`src/rtl/param_fifo.sv`:
```
// Single-clock FIFO with configurable width and depth, occupancy count, almost-full/empty
// thresholds, standard or first-word-fall-through read, and rejected-request error pulses.
module param_fifo #(
  parameter int DATA_WIDTH = 8,
  parameter int DEPTH      = 16,
  parameter int AF_LEVEL   = DEPTH - 2,
  parameter int AE_LEVEL   = 2,
  parameter bit FWFT       = 1'b0,
  localparam int CW        = $clog2(DEPTH + 1)
) (
  input  logic                  clk,
  input  logic                  rst,
  input  logic                  push,
  input  logic [DATA_WIDTH-1:0] data_in,
  input  logic                  pop,
  output logic [DATA_WIDTH-1:0] data_out,
  output logic                  empty,
  output logic                  full,
  output logic                  almost_empty,
  output logic                  almost_full,
  output logic [CW-1:0]         count,
  output logic                  push_err_on_full,
  output logic                  pop_err_on_empty
);

  localparam int PW = (DEPTH > 1) ? $clog2(DEPTH) : 1;

  logic [DATA_WIDTH-1:0] mem [DEPTH];
  logic [PW-1:0]         wp;
  logic [PW-1:0]         rp;
  logic [DATA_WIDTH-1:0] dout_q;
  logic                  push_ok;
  logic                  pop_ok;

  // Request semantics: push/pop are one-cycle requests with no backpressure handshake.
  // A push is taken unless full (a same-cycle pop frees the slot); a pop is taken unless empty.
  assign push_ok = push & (~full | pop);
  assign pop_ok  = pop & ~empty;

  assign empty        = (count == '0);
  assign full         = (count == CW'(DEPTH));
  assign almost_empty = (count <= CW'(AE_LEVEL));
  assign almost_full  = (count >= CW'(AF_LEVEL));

  // In FWFT mode the head word is shown live; dout_q keeps the last shown word for when empty.
  assign data_out = (FWFT && !empty) ? mem[rp] : dout_q;

  always_ff @(posedge clk) begin
    if (push_ok && !rst) begin
      mem[wp] <= data_in;
    end
  end

  always_ff @(posedge clk) begin
    if (rst) begin
      wp               <= '0;
      rp               <= '0;
      count            <= '0;
      dout_q           <= '0;
      push_err_on_full <= 1'b0;
      pop_err_on_empty <= 1'b0;
    end else begin
      push_err_on_full <= push & full & ~pop;
      pop_err_on_empty <= pop & empty;

      if (push_ok) begin
        wp <= (wp == PW'(DEPTH - 1)) ? '0 : wp + PW'(1);
      end
      if (pop_ok) begin
        rp <= (rp == PW'(DEPTH - 1)) ? '0 : rp + PW'(1);
      end

      case ({push_ok, pop_ok})
        2'b10:   count <= count + CW'(1);
        2'b01:   count <= count - CW'(1);
        default: count <= count;
      endcase

      if (FWFT) begin
        if (!empty) dout_q <= mem[rp];
      end else if (pop_ok) begin
        dout_q <= mem[rp];
      end
    end
  end

endmodule

```
`config.mk`:
```
export PLATFORM = sky130hd
export DESIGN_NAME = param_fifo
export DESIGN_NICKNAME = d
export VERILOG_FILES = /design/src/rtl/param_fifo.sv
export SDC_FILE = /design/constraint.sdc
export NUM_CORES = 1
export LEC_CHECK = 0
export ABC_AREA = 0
export BUFFER_PORTS_ARGS = -buffer_cell sky130_fd_sc_hd__buf_4
export CAP_MARGIN = 20
export CORE_MARGIN = 2
export CORE_UTILIZATION = 50
export CTS_CLUSTER_SIZE = 14
export DETAILED_ROUTE_END_ITERATION = 10
export PLACE_DENSITY = 0.7
export SLEW_MARGIN = 40
export SYNTH_ARGS = -nofsm -noshare
export SYNTH_HDL_FRONTEND = slang
export SYNTH_SLANG_ARGS = --single-unit
export TNS_END_PERCENT = 10
```
`constraint.sdc`:
```
create_clock -name clk -period 3.13 [get_ports clk]
set_input_delay 0.313 -clock clk [delete_from_list [all_inputs] [get_ports clk]]
set_output_delay 0.313 -clock clk [all_outputs]
set_load 0.02 [all_outputs]
```
==> results of run 1 <==
[cells in the final DEF, fill, tap and decap left out, types with 9 or more instances in the layout]
cell / instances
a21oi_1: 10
buf_4: 44
clkbuf_16: 17
dfxtp_1: 20
edfxtp_1: 128
mux2i_1: 17
mux4_2: 32
nand3b_1: 9
nor2_1: 14
nor2_2: 10
[stage by stage]
stage	setup WS, ns	total power [uW]	cell area (um2)	TNS, ns
2_1_floorplan	0.0381	3180	6110	0
3_3_place_gp	0.0842	3600	6550	0
3_5_place_dp	-0.0364	3630	6570	-0.0364
4_1_cts	0.0176	5560	7130	0
5_1_grt	-0.0135	5740	7160	-0.0135
6_report	0.0697	5520	7160	0
[worst max-delay path, delay by kind of cell (launching register included)]
kind	cells	cell delay (ns)
compound gates	1	0.09
fa+ha+maj	2	0.51
buf+inv	1	0.05
flops	1	0.34
mux	1	0.30
simple gates	6	1.66
[state kept, by name, summed over array words and instances (netlist names)]
| signal | count |
|---|---|
| wp | 4 |
| push_err_on_full | 1 |
| count | 5 |
| data_out | 8 |
| rp | 4 |
| mem | 128 |
| pop_err_on_empty | 1 |
[power breakdown]
group | total, uW | switching (uW) | internal, uW
Sequential | 2360 | 78.5 | 2280
Clock | 1930 | 771 | 1160
Combinational | 1230 | 659 | 566
[what timing repair did]
action / 4_1_cts / 5_1_grt
setup buffers: 0 / 1
pin swaps: 0 / 1
gates resized for setup: 2 / 1
endpoints found under the setup margin: 1 / 1
[cell families after synthesis]
group / Yosys count / share of synthesized area
mux: 50 / 0.148
simple gates: 71 / 0.0669
buf+inv: 27 / 0.0191
xor+xnor: 4 / 0.00576
fa+ha+maj: 10 / 0.0218
compound gates: 26 / 0.0304
flops: 151 / 0.708
[layer usage]
metal | vias to the layer above | wire, um | GRT usage
met5 | - | 0 | 0
met4 | 0 | 244 | 0.0691
met3 | 18 | 690 | 0.0656
met2 | 85 | 5850 | 0.310
met1 | 1558 | 4720 | 0.244
li1 | 1430 | - | -
[final cells by class]
class                           instances  area share
Multi-Input combinational cell        161       0.240
Inverter                                8     0.00420
Clock buffer                           18      0.0600
Clock inverter                         14      0.0185
Tap cell                              147      0.0257
Timing Repair Buffer                   45      0.0490
Sequential cell                       151       0.602
[synthesized netlist by cell type (all sizes together) (8+ instances only)]
library cell	n
edfxtp	128
mux4	32
nor2	24
dfxtp	23
mux2i	17
nand2	13
a21oi	10
clkbuf	10
buf	9
ha	9
nand3b	9
nor3	9
inv	8
o221ai	8
[worst paths after layout]
check	depth (start not counted)	slack [ns]	to
worst max-delay path	11	0.07	count[4]
worst min register to register	2	0.52	data_out[0]
worst max register to register	11	0.07	count[4]
worst min-delay path	2	0.21	pop_err_on_empty
==> summary.txt, run 1 <==
Worst setup startpoint -> count[1]
final core occ -> 0.598
Min-Delay Startpoint -> pop
Netlist cell types -> 40
Die X -> 114 um
synthesis-stage register bit count -> 151
cell breakdown of the critical path -> or4_4 -> or3_4 -> nand2_4 -> ha_4 -> inv_2 -> fa_2 -> nor2b_2 -> o21ai_2 -> nand3_1 -> or3b_4 -> mux2_4
GPL Wtd Cong -> 0.827
Yosys top cell area share -> 0.632
Multi-input gate area -> 1720 um2
Critical Path Start Type -> flop
area grow syn2layout -> 17.7%
fraction of the cycle the final worst path needs -> 0.978
Cell Pwr Density -> 771 nW/um2
Final setup viols -> 0
status -> finished clean
prevailing post-synth register cell -> edfxtp_1
antenna viol nets, final -> 0
Worst slew margin -> 0.447
Seq/Total Area, Yosys -> 0.708
Ports -> 31
number of vias per cell -> 5.68
# port buffers -> 30
initial antenna violation count -> 0
post-cts hold buffer count -> 0
cell taking the most area after synthesis -> edfxtp_1
Syn Nets -> 361
Syn Inst Count -> 339
Worst-Margin Slew -> 0.826 ns
share of cells above drive strength 1 -> 0.338
row cnt -> 40
slowest stage delay, CP -> 0.56 ns
CP Capture Type -> flop
Initial Utilization -> 0.508
H-tree levels -> 4
routed vias -> 3091
Async SR Flop Fraction -> 0
Tmin final -> 3.06 ns
worst-skew pair later-pin latency -> 0.41 ns
clock-pin slew on the worst setup and hold paths -> 0.06 ns
Filler Cells Inserted -> 875
EDFF count, synth -> 128
worst hold path type -> input pin to flop
vias in the first global route -> 3179
Clock Path Buffers -> 2
CP arrival -> 3.36 ns
WL per Instance -> 21.2 um
Post-Syn Area -> 6080 um2
Max IR drop VDD -> 0.473 mV
Final Hold Viols -> 0
Crit Path Max Fanout -> 5
R2R Path Start -> count[1]
1st-pass router iterations -> 4
TritonCTS buffer count -> 17
DR DRC count -> 0
leakage -> 0.00238 uW
ant diodes -> 0
dpl cells -> 511
Finished Layout Cells -> 544
global-route wire length before repair -> 17800 um
top post-synthesis cells by area -> edfxtp_1 63%, mux4_2 12%, dfxtp_1 7.6%
Placeable Area -> 12000 um2
# nets final -> 406
DRT iter0 DRCs -> 250
largest net degree at the start of global routing -> 37
worst clock skew -> 0.00736 ns
warnings from Yosys -> 0
pins over their slew limit -> 0
Worst Path Class, Setup -> flop to flop
Max-Cap Viols -> 0
Die Area -> 13100 um2
total grt overflow -> 0
register area -> 4310 um2
overall die height -> 114 um
CTS tree -> done
CP max stage cell -> or4_4
final WL -> 11500 um
worst hold slack -> 0.208 ns
Post-DP HPWL -> 7160 um
Tot GR Track Use -> 0.192
clock sinks -> 151
Synth Area per Inst -> 17.9 um2
fmax -> 327 MHz
root buffer cell -> clkbuf_16
Worst Path Required -> 3.43 ns
No activity file was read; power rests on OpenSTA's default activity.
==> run 2: changes to the inputs <==
Settings changed: CAP_MARGIN 20 to 15, CORE_MARGIN 2 to 5, SETUP_SLACK_MARGIN set to 0.3.
==> run 2 against run 1 <==
  * Final cell count grew 1.3%
  * Register-to-register slack gained 0.06 ns
  * Die area grew 11%
  * Wire length grew 4.0%
  * Via count grew 3.2%
  * Clock skew shrank 0.00058 ns
  * Largest power group unchanged
  * Cell area grew 0.49%
  * Sequential share of layout area shrank 0.29 points
  * Critical endpoint unchanged
  * First-iteration DRC count shrank 15%
==> summary.txt, run 2 (same netlist as run 1, synthesis figures left out) <==
status -> finished clean
ant diodes -> 0 (unchanged)
Tot GR Track Use -> 0.177 (-0.0150)
hold path endpoint -> pop_err_on_empty
number of flip-flops in the largest register -> 128 (unchanged)
Setup TNS -> 0 ns (unchanged)
Worst Path Class, Setup -> flop to flop
overall die height -> 120 um (+5.2%)
CP max stage cell -> or4_4
routed vias -> 3189 (+3.2%)
worst hold path depth -> 2 (unchanged)
Cell Pwr Density -> 768 nW/um2 (-0.42%)
number of vias per cell -> 5.79 (+1.9%)
setup repair after global routing missed its margin -> yes
Final setup viols -> 0 (unchanged)
H-tree levels -> 4 (unchanged)
GPL Wtd Cong -> 0.808 (-2.3%)
Crit. path cell count -> 11 (unchanged)
worst clock skew -> 0.00678 ns (-0.000581 ns)
CTS tree -> done
share of cells above drive strength 1 -> 0.349 (+0.0115)
vias in the first global route -> 3303 (+3.9%)
root buffer cell -> clkbuf_16
WL per Instance -> 21.7 um (+2.6%)
fraction of the cycle the final worst path needs -> 0.959 (-0.0187)
Filler Cells Inserted -> 883 (+0.91%)
pins over their slew limit -> 0 (unchanged)
leakage -> 0.00240 uW (+1.0%)
Tmin final -> 3.00 ns (-0.0587 ns)
Die X -> 120 um (+5.2%)
worst hold path type -> input pin to flop
worst-skew pair later-pin latency -> 0.42 ns (about the same)
Initial Utilization -> 0.508 (unchanged)
# nets final -> 413 (+1.7%)
Biggest register -> mem
R2R setup slack -> 0.13 ns (+0.06 ns)
Crit path max-delay family -> simple AND/OR/NAND/NOR gates
Crit Path Max Fanout -> 3 (-2)
Final Hold Viols -> 0 (unchanged)
area grow syn2layout -> 18.2%
most frequent cells in the layout -> 128 x edfxtp_1, 51 x buf_4, 32 x mux4_2
Post-DP HPWL -> 7560 um (+5.7%)
total grt overflow -> 0 (unchanged)
Max-Cap Viols -> 0 (unchanged)
fmax -> 333 MHz (+2.0%)
Ports -> 31 (unchanged)
# port buffers -> 30 (unchanged)
Clock Path Buffers -> 2 (unchanged)
global-route wire length before repair -> 18500 um (+4.2%)
RR Endpoint -> count[4]
most common cell after layout, fill and taps aside -> edfxtp_1
Critical Path Start Type -> flop
clock-pin slew on the worst setup and hold paths -> 0.05 ns (about the same)
post-cts hold buffer count -> 0 (unchanged)
Worst-Margin Slew -> 0.608 ns (-0.218 ns)
antenna viol nets, final -> 0 (unchanged)
DRT iter0 DRCs -> 213 (-15%)
final WL -> 12000 um (+4.0%)
DR DRC count -> 0 (unchanged)
slowest stage delay, CP -> 0.55 ns (about the same)
cell breakdown of the critical path -> or4_4 -> or3_4 -> nand2_4 -> ha_4 -> inv_4 -> fa_2 -> nor2b_4 -> o21ai_2 -> nand3_1 -> or3b_4 -> mux2_4
largest net degree at the start of global routing -> 37 (unchanged)
Worst Path Required -> 3.43 ns (about the same)
initial antenna violation count -> 0 (unchanged)
crit path buf inv count -> 1 (unchanged)
final core occ -> 0.601 (+0.00293)
Min-Delay Startpoint -> pop
1st-pass router iterations -> 4 (unchanged)
Placeable Area -> 12000 um2 (unchanged)
cells on worst reg2reg path -> 11 (unchanged)
Worst slew margin -> 0.594 (+0.147)
Die Area -> 14500 um2 (+11%)
TritonCTS buffer count -> 17 (unchanged)
CP Capture Type -> flop
clock sinks -> 151 (unchanged)
Max IR drop VDD -> 0.385 mV (-19%)
CP arrival -> 3.30 ns (-0.06 ns)
R2R Path Start -> count[1]
row cnt -> 40 (unchanged)
run 2: cell count changes in the layout (fill, tap and decap cells not counted), moves of 2 or more:
cell        change
buf_4           +7
clkbuf_1        +7
clkbuf_8        +2
clkinv_1        -4
clkinvlp_4      -2
nor2_1          -2
nor2_2          +2
run 2: metrics by stage:
stage | setup slack [ns] | hold slack (ns) | instance area [um2] | std cells | total power [uW]
2_1_floorplan | 0.0381 | 0.412 | 6110 | 339 | 3180
3_3_place_gp | 0.0835 | 0.490 | 6540 | 510 | 3610
3_5_place_dp | 0.00619 | 0.501 | 6570 | 510 | 3640
4_1_cts | 0.195 | 0.181 | 7150 | 548 | 5510
5_1_grt | 0.0753 | 0.189 | 7190 | 551 | 5760
6_report | 0.128 | 0.198 | 7190 | 551 | 5520
run 2: worst max-delay path by stage:
stage / from / end / slack (ns)
finish: count[1] / count[4] / 0.13
floorplan: count[1] / count[4] / 0.04
detailed placement: count[1] / count[4] / 0.006
global route: count[1] / count[4] / 0.08
CTS: count[3] / count[4] / 0.20
global placement: count[1] / count[4] / 0.08
run 2: where the power goes:
| part | internal [uW] | leakage [uW] | switching (uW) |
|---|---|---|---|
| clock network | 1130 | 0.000261 | 707 |
| registers | 2280 | 0.00134 | 106 |
| logic | 627 | 0.000800 | 674 |
| total | 4040 | 0.00240 | 1490 |
run 2: cell type report:
type | instances | area, um2 | share of cell area
sequential | 151 | 4310 | 0.599
multi-input combinational | 161 | 1730 | 0.240
timing repair buffer | 52 | 403 | 0.0560
clock buffer | 27 | 483 | 0.0672
clock inverter | 5 | 48.8 | 0.00679
tap | 147 | 184 | 0.0256
inverter | 8 | 32.5 | 0.00452
run 2: metal layers:
layer  vias up  share of wire  wire [um]  GRT usage
li1       1445              -          -          -
met1      1623           0.41       4880      0.220
met2        98           0.51       6090      0.294
met3        23          0.060        713     0.0533
met4         0          0.023        280     0.0673
met5         -              0          0          0
run 2: repair_timing:
item	in CTS	in global routing
setup endpoints to repair	1	1
pin swaps	4	6
buffers inserted	6	3
gates resized for setup	3	3
